### src/rtl/serial_adder_pkg.sv
// rtl/serial_adder_pkg.sv - shared state encoding for the bit-serial adder/subtractor
package serial_adder_pkg;

    typedef enum logic [1:0] {
        IDLE  = 2'd0,
        SHIFT = 2'd1,
        DONE  = 2'd2
    } state_t;

endpackage

### src/rtl/serial_adder_xor3.sv
// rtl/serial_adder_xor3.sv - three-input xor sum cell
module serial_adder_xor3 #(
    parameter int BITS = 1
) (
    input  logic [BITS-1:0] x,
    input  logic [BITS-1:0] y,
    input  logic [BITS-1:0] z,
    output logic [BITS-1:0] s
);

    assign s = x ^ y ^ z;

endmodule

### src/rtl/serial_adder.sv
// rtl/serial_adder.sv - bit-serial adder/subtractor, LSB first, valid/ready on both sides
module serial_adder
    import serial_adder_pkg::*;
#(
    parameter int BITS = 8
) (
    input  logic            clk,
    input  logic            reset_n,
    input  logic            in_valid,
    output logic            in_ready,
    input  logic [BITS-1:0] a,
    input  logic [BITS-1:0] b,
    input  logic            sub,
    output logic            out_valid,
    input  logic            out_ready,
    output logic [BITS-1:0] sum,
    output logic            carry,
    output logic            overflow
);

    localparam int CW = (BITS > 1) ? $clog2(BITS) : 1;

    state_t          state_q, state_d;
    logic [CW-1:0]   cnt_q;
    logic [BITS-1:0] a_sr, b_sr, sum_sr;
    logic            carry_q, ovf_q, rdy_q;
    logic            accept, last, bit_s, carry_d;
    logic [BITS:0]   sum_cat;

    assign last     = (cnt_q == CW'(BITS - 1));
    assign in_ready = rdy_q & ((state_q == IDLE) | ((state_q == DONE) & out_ready));
    assign accept   = in_valid & in_ready;

    serial_adder_xor3 #(.BITS(1)) u_sum_cell (
        .x (a_sr[0]),
        .y (b_sr[0]),
        .z (carry_q),
        .s (bit_s)
    );

    assign carry_d = (a_sr[0] & b_sr[0]) | (a_sr[0] & carry_q) | (b_sr[0] & carry_q);
    // Concatenation keeps the MSB-entry shift legal when BITS == 1.
    assign sum_cat = {bit_s, sum_sr};

    always_comb begin
        state_d = state_q;
        unique case (state_q)
            IDLE:    if (accept) state_d = SHIFT;
            SHIFT:   if (last)   state_d = DONE;
            DONE:    if (out_ready) state_d = accept ? SHIFT : IDLE;
            default: state_d = IDLE;
        endcase
    end

    // in_ready stays low until the first clock after reset release.
    always_ff @(posedge clk or negedge reset_n) begin
        if (!reset_n) begin
            state_q <= IDLE;
            rdy_q   <= 1'b0;
        end else begin
            state_q <= state_d;
            rdy_q   <= 1'b1;
        end
    end

    always_ff @(posedge clk or negedge reset_n) begin
        if (!reset_n) begin
            a_sr    <= '0;
            b_sr    <= '0;
            sum_sr  <= '0;
            cnt_q   <= '0;
            carry_q <= 1'b0;
            ovf_q   <= 1'b0;
        end else if (accept) begin
            a_sr    <= a;
            b_sr    <= sub ? ~b : b;
            carry_q <= sub;
            cnt_q   <= '0;
        end else if (state_q == SHIFT) begin
            a_sr    <= a_sr >> 1;
            b_sr    <= b_sr >> 1;
            sum_sr  <= sum_cat[BITS:1];
            carry_q <= carry_d;
            cnt_q   <= cnt_q + CW'(1);
            if (last) begin
                ovf_q <= carry_q ^ carry_d;
            end
        end
    end

    assign out_valid = (state_q == DONE);
    assign sum       = sum_sr;
    assign carry     = carry_q;
    assign overflow  = ovf_q;

`ifdef FORMAL
    logic [BITS-1:0] f_a, f_b;
    logic            f_sub;

    always_ff @(posedge clk or negedge reset_n) begin
        if (!reset_n) begin
            f_a   <= '0;
            f_b   <= '0;
            f_sub <= 1'b0;
        end else if (accept) begin
            f_a   <= a;
            f_b   <= b;
            f_sub <= sub;
        end
    end

    a_no_ready_in_shift: assert property (@(posedge clk) disable iff (!reset_n)
        (state_q == SHIFT) |-> !in_ready);
    a_hold_outputs: assert property (@(posedge clk) disable iff (!reset_n)
        (out_valid && !out_ready) |=> (out_valid && $stable(sum) && $stable(carry) && $stable(overflow)));
    a_valid_only_done: assert property (@(posedge clk) disable iff (!reset_n)
        out_valid |-> (state_q == DONE));
    a_result: assert property (@(posedge clk) disable iff (!reset_n)
        out_valid |-> (sum == (f_sub ? (f_a - f_b) : (f_a + f_b))));
`endif

endmodule
### config.mk
export PLATFORM = sky130hd
export DESIGN_NAME = serial_adder
export DESIGN_NICKNAME = d
export VERILOG_FILES = /design/src/rtl/serial_adder_pkg.sv /design/src/rtl/serial_adder_xor3.sv /design/src/rtl/serial_adder.sv
export SDC_FILE = /design/constraint.sdc
export NUM_CORES = 1
export LEC_CHECK = 0
export CAP_MARGIN = 20
export CORE_MARGIN = 1
export CORE_UTILIZATION = 38
export CTS_CLUSTER_DIAMETER = 60
export DETAILED_ROUTE_END_ITERATION = 12
export GPL_ROUTABILITY_DRIVEN = 0
export PLACE_DENSITY = 0.64
export SKIP_CTS_REPAIR_TIMING = 1
export SLEW_MARGIN = 20
export SYNTH_ARGS = -nofsm -noshare
export SYNTH_HDL_FRONTEND = slang
export SYNTH_SLANG_ARGS = --single-unit
### constraint.sdc
create_clock -name clk -period 2.99 [get_ports clk]
set_clock_uncertainty 0.2 [all_clocks]
set_input_delay 0.4485 -clock clk [delete_from_list [all_inputs] [get_ports clk]]
set_output_delay 0.4485 -clock clk [all_outputs]
set_load 0.05 [all_outputs]
==> results.md, run 1 <==
- Estimated wirelength of the detail-placed design: 1.92 mm
- Startpoint type of the worst setup path: flip-flop
- Clock sinks: 32
- Clock transition at path regs: 0.07 ns
- Post-layout utilization of the core: 0.518
- Setup Viol. Count Final: 0
- DRC viols: 0
- Peak ir drop on the vdd network: 0.310 mV
- CTS root buf: clkbuf_8
- Number of rows created at floorplan: 23
- Hold Path Stages: 2
- Initial antenna violation count: 0
- Power density over cell area: 1090 nW/µm²
- Hold path start: sum[0]
- Hold EP: sum[0]
- Post-route clock period utilization: 0.783
- Antenna fix cells: 0
- HP Class: flip-flop to flip-flop
- Remaining global-route overflow: 0
- Reg area: 801 µm²
- Crit end category: output port
- Quantity of I/O buffers inserted on ports: 32
- Pre-antenna DRT Iters: 4
- Capture instance of the worst register-to-register path: a_sr[4]
- Average cell area after synthesis: 12.3 µm²
- Total Negative Setup Slacks: 0 ns
- Number of register bits inferred by synthesis: 32
- Violation count after the first detailed-routing iteration: 47
- Area leader, netlist: dfrtp_1
- Proportion of layout cells with a drive suffix above 1: 0.175
- Cts bufs inserted: 5
- Fmax achieved: 427 MHz
- Clock Path Buffers: 2
- Worst-margin pin slew: 0.762 ns
- First-pass GRT wire length: 4.57 mm
- P_leak: 1.04 nW
- Placed cell count: 208
- Worst Reg2Reg Path Length in Cells: 4
- Final wirelength: 2.70 mm
- Synth warn: 0
- Count of H-tree levels built during CTS: 2
- Cell types occupying the most area after synthesis: dfrtp_1 50%, mux2_4 13%, mux2i_1 10%
- Post-synth cell types: 24
- Average wire per cell in the routed design: 12.5 µm
- Crit path cell chain: and2b_1, clkdlybuf4s50_1
- DIE HEIGHT: 66.7 µm
- Unrepaired setup endpoints after global routing: false
- Placeable core region: 4000 µm²
- Flop2flop setup slack: 0.98 ns
- Combined area of the multi-input logic cells: 731 µm²
- Worst path max stage delay: 0.79 ns
- Status: completed
- Clock tree from TritonCTS: yes
- Vias per std cell: 4.67
- Net Count, Synth: 154
- Critical path class: flip-flop to output port
- Skew-Pair Late Insertion Delay: 0.28 ns
- Area of the die: 4450 µm²
- Crit path max fanout: 6
- Number of instances in the synthesized netlist: 130
- Number of global-route vias before repair: 1041
- Synth-to-layout area growth: 30.1%
- Initial cell density of the core: 0.398
- Number of hold-slack violations in the final timing report: 0
- Maximum number of pins on one net before global-route repair: 33
- Portion of the post-synthesis area used by sequential elements: 0.503
- Slowest library cell on the worst path: clkdlybuf4s50_1
- Via Count: 1008
- DRT antenna net count: 0
- Post-route insts no fill: 216
- Total global-route track usage: 0.143
- Filler cell count: 359
- Final critical delay including setup and external delays: 2.34 ns
- Die outline width: 66.7 µm
- RR Startpoint: state_q[0]
- IO Count: 33
- MaxCap Viol Count: 0
- Combined area of all synthesized cells: 1590 µm²
- Net total in the final layout: 189
- Area share of the leading cell type in the synthesized netlist: 0.503
- Max-slew headroom: 0.492
- Required arrival time at the worst endpoint: 2.34 ns
- Arr. time, crit path: 1.69 ns
- Slew Limit Fails: 0
cells in the mapped netlist:
cell type / instances
a21boi_0: 2
a21oi_1: 1
and2b_1: 1
and3b_1: 1
buf_2: 3
buf_4: 2
buf_6: 2
clkbuf_2: 1
conb_1: 1
dfrtp_1: 32
fa_1: 1
ha_1: 2
inv_1: 1
mux2_1: 1
mux2_2: 2
mux2_4: 14
mux2i_1: 16
nand2_1: 31
nand2b_1: 2
nand4b_1: 1
nor2b_1: 1
o21ai_0: 2
xnor2_1: 9
xor2_1: 1
layer usage:
layer,track usage,share of wire,wire length (µm),up-vias
li1,-,-,-,497
met1,0.160,0.45,1210,479
met2,0.249,0.49,1310,27
met3,0.0411,0.044,119,5
met4,0.0638,0.019,51,0
met5,0,0,0,-
registers in the layout (all words and copies together), names as in the netlist:
register	flops
a_sr	8
b_sr	8
sum	8
cnt_q	3
state_q	2
carry	1
overflow	1
rdy_q	1
worst max-delay path: cells and delay by family (launching register included):
family / cells / cell delay [ns]
DFF: 1 / 0.42
buffers and inverters: 1 / 0.79
and+or+nand+nor: 1 / 0.21
kinds of logic (layout without fill, tap and decap cells):
logic type      Yosys count  in the layout  share of synthesized area
compound gates            5              5                     0.0188
xor+xnor                 10             10                     0.0550
fa+ha+maj                 3              3                     0.0283
buf+inv                   9             45                     0.0385
flops                    32             32                      0.503
mux                      33             33                      0.254
other cells               1              1                    0.00235
simple gates             37             37                      0.101
stage by stage:
| step | setup slack (ns) | hold slack [ns] | total power, W | instance area (µm²) |
|---|---|---|---|---|
| 3_5_place_dp | 0.830 | 0.272 | 0.00183 | 1950 |
| 2_1_floorplan | 1.05 | -0.0471 | 0.00158 | 1590 |
| 4_1_cts | 0.637 | 0.289 | 0.00229 | 2070 |
| 3_3_place_gp | 0.856 | 0.265 | 0.00179 | 1950 |
| 6_report | 0.648 | 0.279 | 0.00225 | 2070 |
| 5_1_grt | 0.591 | 0.335 | 0.00242 | 2070 |
final cells by class:
type                            count  area share
Sequential cell                    32       0.386
Multi-Input combinational cell     89       0.353
Timing Repair Buffer               36       0.168
Clock buffer                        7      0.0465
Tap cell                           50      0.0302
Clock inverter                      1      0.0145
Inverter                            1     0.00181
worst max-delay path by stage:
| stage | from | endpoint | slack, ns | cells past startpoint |
|---|---|---|---|---|
| 4_1_cts | state_q[0] | out_valid | 0.64 | 2 |
| 2_1_floorplan | carry | carry | 1.05 | 3 |
| 5_1_grt | state_q[0] | out_valid | 0.59 | 2 |
| 6_report | state_q[0] | out_valid | 0.65 | 2 |
| 3_5_place_dp | out_ready | a_sr[3] | 0.83 | 5 |
| 3_3_place_gp | out_ready | a_sr[3] | 0.86 | 5 |
cell usage in the layout, fill, tap and decap left out, drive strengths merged:
cell type / Yosys / layout
mux2: 17 / 17
o21ai: 2 / 2
nand2: 31 / 31
nand2b: 2 / 2
mux2i: 16 / 16
bufinv: 0 / 1
nor2b: 1 / 1
conb: 1 / 1
and3b: 1 / 1
clkbuf: 1 / 7
dfrtp: 32 / 32
xnor2: 9 / 9
inv: 1 / 1
xor2: 1 / 1
buf: 7 / 5
fa: 1 / 1
a21boi: 2 / 2
clkdlybuf4s50: 0 / 31
and2b: 1 / 1
nand4b: 1 / 1
a21oi: 1 / 1
ha: 2 / 2
report_power, final:
group / switching (W) / internal (W) / total (W)
registers: 0.000119 / 0.000617 / 0.000736
logic: 0.000552 / 0.000515 / 0.00107
clock network: 0.000157 / 0.000294 / 0.000451
(Power assumes the default switching activity.)
==> inputs of run 2 (changes only) <==
==> constraint.sdc (replaced) <==
create_clock -name clk -period 2.3 [get_ports clk]
set_clock_uncertainty 0.2 [all_clocks]
set_input_delay 0.345 -clock clk [delete_from_list [all_inputs] [get_ports clk]]
set_output_delay 0.345 -clock clk [all_outputs]
set_load 0.05 [all_outputs]
==> results.md, run 2 (synthesis results as in run 1) <==
- Post-place setup slack: 0.281 ns
- Number of global-route vias before repair: 1055
- HP Class: input port to asynchronous set/reset pin
- Unrepaired setup endpoints after global routing: false
- Final setup margin: 0.204 ns
- Post-route clock period utilization: 0.911
- Startpoint type of the worst setup path: flip-flop
- Synth-to-layout area growth: 30.6%
- DRT antenna net count: 0
- Initial antenna violation count: 0
- Status: completed
- Required arrival time at the worst endpoint: 1.75 ns
- Peak ir drop on the vdd network: 0.419 mV
- Crit path cell chain: clkdlybuf4s50_1
- Critical path origin: carry
- Pre-antenna DRT Iters: 4
- Final critical delay including setup and external delays: 2.10 ns
- DIE HEIGHT: 66.7 µm
- Flop2flop setup slack: 0.49 ns
- Cts bufs inserted: 5
- Setup Viol. Count Final: 0
- Antenna fix cells: 0
- Capture instance of the worst register-to-register path: b_sr[2]
- End point of the critical path: carry
- Worst Reg2Reg Path Length in Cells: 4
- Average wire per cell in the routed design: 12.8 µm
- Met2 layer wire length in the routed design: 1.40 mm
- Critical path buffer and inverter count: 1
- Placeable core region: 4000 µm²
- Cell type group with the largest total delay on the critical path: buffers and inverters
- CTS root buf: clkbuf_8
- Via Count: 1020
- Power density over cell area: 1380 nW/µm²
- Top routing layer used: met4
- Arr. time, crit path: 1.55 ns
- Quantity of I/O buffers inserted on ports: 32
- Met3 wirelength from detailed routing: 149 µm
- Max-slew headroom: 0.617
- Area of the die: 4450 µm²
- Most used cells in the layout excluding fill and tap cells: 32 x dfrtp_1, 31 x nand2_1, 30 x clkdlybuf4s50_1, 16 x mux2i_1, 14 x mux2_4
- Skew-Pair Late Insertion Delay: 0.28 ns
- Number of rows created at floorplan: 23
- Clock transition at path regs: 0.06 ns
- Clock Path Buffers: 2
- Fmax achieved: 477 MHz
- Critical path class: flip-flop to output port
- RR Startpoint: state_q[1]
- Estimated wirelength of the detail-placed design: 2.08 mm
- Worst path max stage delay: 0.83 ns
- Number of hold-slack violations in the final timing report: 0
- Initial cell density of the core: 0.398
- Filler cell count: 359
- Count of H-tree levels built during CTS: 2
- P_leak: 1.06 nW
- Crit end category: output port
- Total global-route track usage: 0.155
- Met1 routed wirelength after detailed routing: 1.20 mm
- First-pass GRT wire length: 4.90 mm
- Slew Limit Fails: 0
- Proportion of layout cells with a drive suffix above 1: 0.185
- Clock tree from TritonCTS: yes
- MaxCap Viol Count: 0
- DRC viols: 0
- CP Depth: 1
- Maximum number of pins on one net before global-route repair: 33
- Vias per std cell: 4.68
- Total Negative Setup Slacks: 0 ns
- Final wirelength: 2.80 mm
- Die outline width: 66.7 µm
- Most frequent standard cell in the layout excluding fill and tap cells: dfrtp_1
- Remaining global-route overflow: 0
- Worst-margin pin slew: 0.575 ns
- IO Count: 33
- Crit path max fanout: 4
- Violation count after the first detailed-routing iteration: 42
- Net total in the final layout: 192
- Slowest library cell on the worst path: clkdlybuf4s50_1
- Clock sinks: 32
==> run 2: cell count changes in the layout (fill, tap and decap cells not counted), sizes merged <==
| cell | change |
|---|---|
| buf | +3 |
| clkdlybuf4s50 | -1 |
| dlymetal6s2s | +1 |
| bufinv | -1 |
==> run 2: how the worst min path moves through the flow <==
stage               slack (ns)    start  cells past startpoint       to
floorplan                -0.15  reset_n                      0  a_sr[0]
global placement          0.26   sum[0]                      2   sum[0]
detailed placement        0.28   sum[0]                      2   sum[0]
CTS                       0.27  reset_n                      2   sum[0]
global route              0.31  reset_n                      2   sum[3]
finish                    0.26  reset_n                      2   sum[0]
==> run 2: final cells by class <==
| type | count | area (µm²) | share of cell area |
|---|---|---|---|
| well taps | 50 | 62.6 | 0.0301 |
| multi-input cells | 89 | 731 | 0.351 |
| clock buffers | 7 | 96.3 | 0.0463 |
| repair buffers | 39 | 385 | 0.185 |
| flip-flops and latches | 32 | 801 | 0.385 |
| inverters | 1 | 3.75 | 0.00181 |
==> run 2: report_power, final <==
group / switching, W / internal, W / total (W)
registers: 0.000153 / 0.000803 / 0.000956
logic: 0.000741 / 0.000708 / 0.00145
clock network: 0.000199 / 0.000266 / 0.000465
total: 0.00109 / 0.00178 / 0.00287
==> run 2: layer usage <==
layer | GRT usage | up-vias
met4 | 0.0718 | 0
met2 | 0.261 | 27
met5 | 0 | -
met1 | 0.169 | 487
met3 | 0.0616 | 6
li1 | - | 500
==> run 2: per-stage QoR <==
step | power, W | cell area, µm² | util | instances | hold WS (ns)
after detailed placement | 0.00244 | 1980 | 0.495 | 211 | 0.285
after CTS | 0.00291 | 2080 | 0.519 | 218 | 0.275
after floorplan | 0.00205 | 1590 | - | 130 | -0.151
after global routing | 0.00309 | 2080 | 0.520 | 218 | 0.305
after global placement | 0.00238 | 1980 | 0.495 | 211 | 0.263
final | 0.00287 | 2080 | 0.520 | 218 | 0.260
==> inputs of run 3 (changes only) <==
==> constraint.sdc (replaced) <==
create_clock -name clk -period 2.15 [get_ports clk]
set_clock_uncertainty 0.2 [all_clocks]
set_input_delay 0.3225 -clock clk [delete_from_list [all_inputs] [get_ports clk]]
set_output_delay 0.3225 -clock clk [all_outputs]
set_load 0.05 [all_outputs]
==> results.md, run 3 (synthesis results as in run 1) <==
- Crit path max fanout: 3
- Clock sinks: 32
- Required arrival time at the worst endpoint: 1.63 ns
- Cts bufs inserted: 5
- Flop2flop setup slack: 0.39 ns
- Skew-Pair Late Insertion Delay: 0.28 ns
- Count of H-tree levels built during CTS: 2
- Max-slew headroom: 0.666
- Status: completed
- Antenna fix cells: 0
- Initial antenna violation count: 0
- Estimated wirelength of the detail-placed design: 2.03 mm
- MaxCap Viol Count: 0
- Clock Path Buffers: 2
- DIE HEIGHT: 66.7 µm
- Crit path cell chain: clkdlybuf4s50_1
- Slew Limit Fails: 0
- Fmax achieved: 501 MHz
- Total global-route track usage: 0.144
- First-pass GRT wire length: 4.62 mm
- Most frequent standard cell in the layout excluding fill and tap cells: dfrtp_1
- Most used cells in the layout excluding fill and tap cells: 32 x dfrtp_1, 31 x nand2_1, 29 x clkdlybuf4s50_1, 16 x mux2i_1, 14 x mux2_4
- Number of rows created at floorplan: 23
- Final wirelength: 2.77 mm
- Vias per std cell: 4.70
- Arr. time, crit path: 1.47 ns
- Placeable core region: 4000 µm²
- Post-route clock period utilization: 0.928
- Critical path buffer and inverter count: 1
- Worst-margin pin slew: 0.500 ns
- Critical path class: flip-flop to output port
- Die outline width: 66.7 µm
- IO Count: 33
- Worst path max stage delay: 0.81 ns
- Average wire per cell in the routed design: 12.6 µm
- Crit end category: output port
- Slowest library cell on the worst path: clkdlybuf4s50_1
- CTS root buf: clkbuf_8
- Startpoint type of the worst setup path: flip-flop
- Total Negative Setup Slacks: 0 ns
- Clock transition at path regs: 0.07 ns
- DRC viols: 0
- Maximum number of pins on one net before global-route repair: 33
- HP Class: input port to asynchronous set/reset pin
- Remaining global-route overflow: 0
- Area of the die: 4450 µm²
- RR Startpoint: state_q[1]
- Overall power: 0.00320 W
- Final setup margin: 0.155 ns
- Net total in the final layout: 192
- Unrepaired setup endpoints after global routing: false
- Number of hold-slack violations in the final timing report: 0
- Initial cell density of the core: 0.398
- Cell type group with the largest total delay on the critical path: buffers and inverters
- Worst Reg2Reg Path Length in Cells: 4
- Final critical delay including setup and external delays: 1.99 ns
- Power density over cell area: 1510 nW/µm²
- Synth-to-layout area growth: 32.8%
- P_leak: 1.06 nW
- Peak ir drop on the vdd network: 0.523 mV
- DRT antenna net count: 0
- Proportion of layout cells with a drive suffix above 1: 0.201
- Number of global-route vias before repair: 1022
- Setup Viol. Count Final: 0
- Pre-antenna DRT Iters: 3
- Via Count: 1030
- Capture instance of the worst register-to-register path: a_sr[1]
- Filler cell count: 357
- Quantity of I/O buffers inserted on ports: 32
- Clock tree from TritonCTS: yes
- Violation count after the first detailed-routing iteration: 43
- Post-place setup slack: 0.199 ns
run 3: changes by cell type in the layout (fill, tap and decap cells not counted), sizes merged:
cell | before | now
buf | 8 | 10
bufinv | 0 | 1
clkdlybuf4s50 | 30 | 29
dlymetal6s2s | 1 | 0
run 3: how the worst max path moves through the flow:
stage	to	from	slack, ns	cells past startpoint
final	sum[6]	sum[6]	0.16	1
after global routing	sum[4]	sum[4]	0.1	1
after CTS	sum[6]	sum[6]	0.14	1
after detailed placement	a_sr[2]	out_ready	0.20	5
after global placement	a_sr[3]	out_ready	0.23	5
after floorplan	carry	carry	0.21	3
run 3: area by class of cell:
type	instances	area, µm²	share of cell area
sequential	32	801	0.379
multi-input combinational	89	731	0.346
clock buffer	7	96.3	0.0456
clock inverter	1	30.0	0.0142
tap	50	62.6	0.0296
timing repair buffer	39	390	0.185
inverter	1	3.75	0.00178
run 3: through the flow:
step	utilization	cell area, µm²	hold slack [ns]	cells
2_1_floorplan	-	1590	-0.173	130
3_3_place_gp	0.497	1990	0.264	211
3_5_place_dp	0.497	1990	0.277	211
4_1_cts	0.529	2110	0.252	219
5_1_grt	0.529	2110	0.272	219
6_report	0.529	2110	0.238	219
run 3: power breakdown:
group,internal [W],switching (W)
logic,0.000768,0.000784
clock network,0.000409,0.000217
registers,0.000859,0.000166
total,0.00204,0.00117
run 3: per-layer routing:
metal | track usage | wire [µm]
met1 | 0.169 | 1190
met2 | 0.239 | 1390
met3 | 0.0377 | 127
met4 | 0.0798 | 59
met5 | 0 | 0
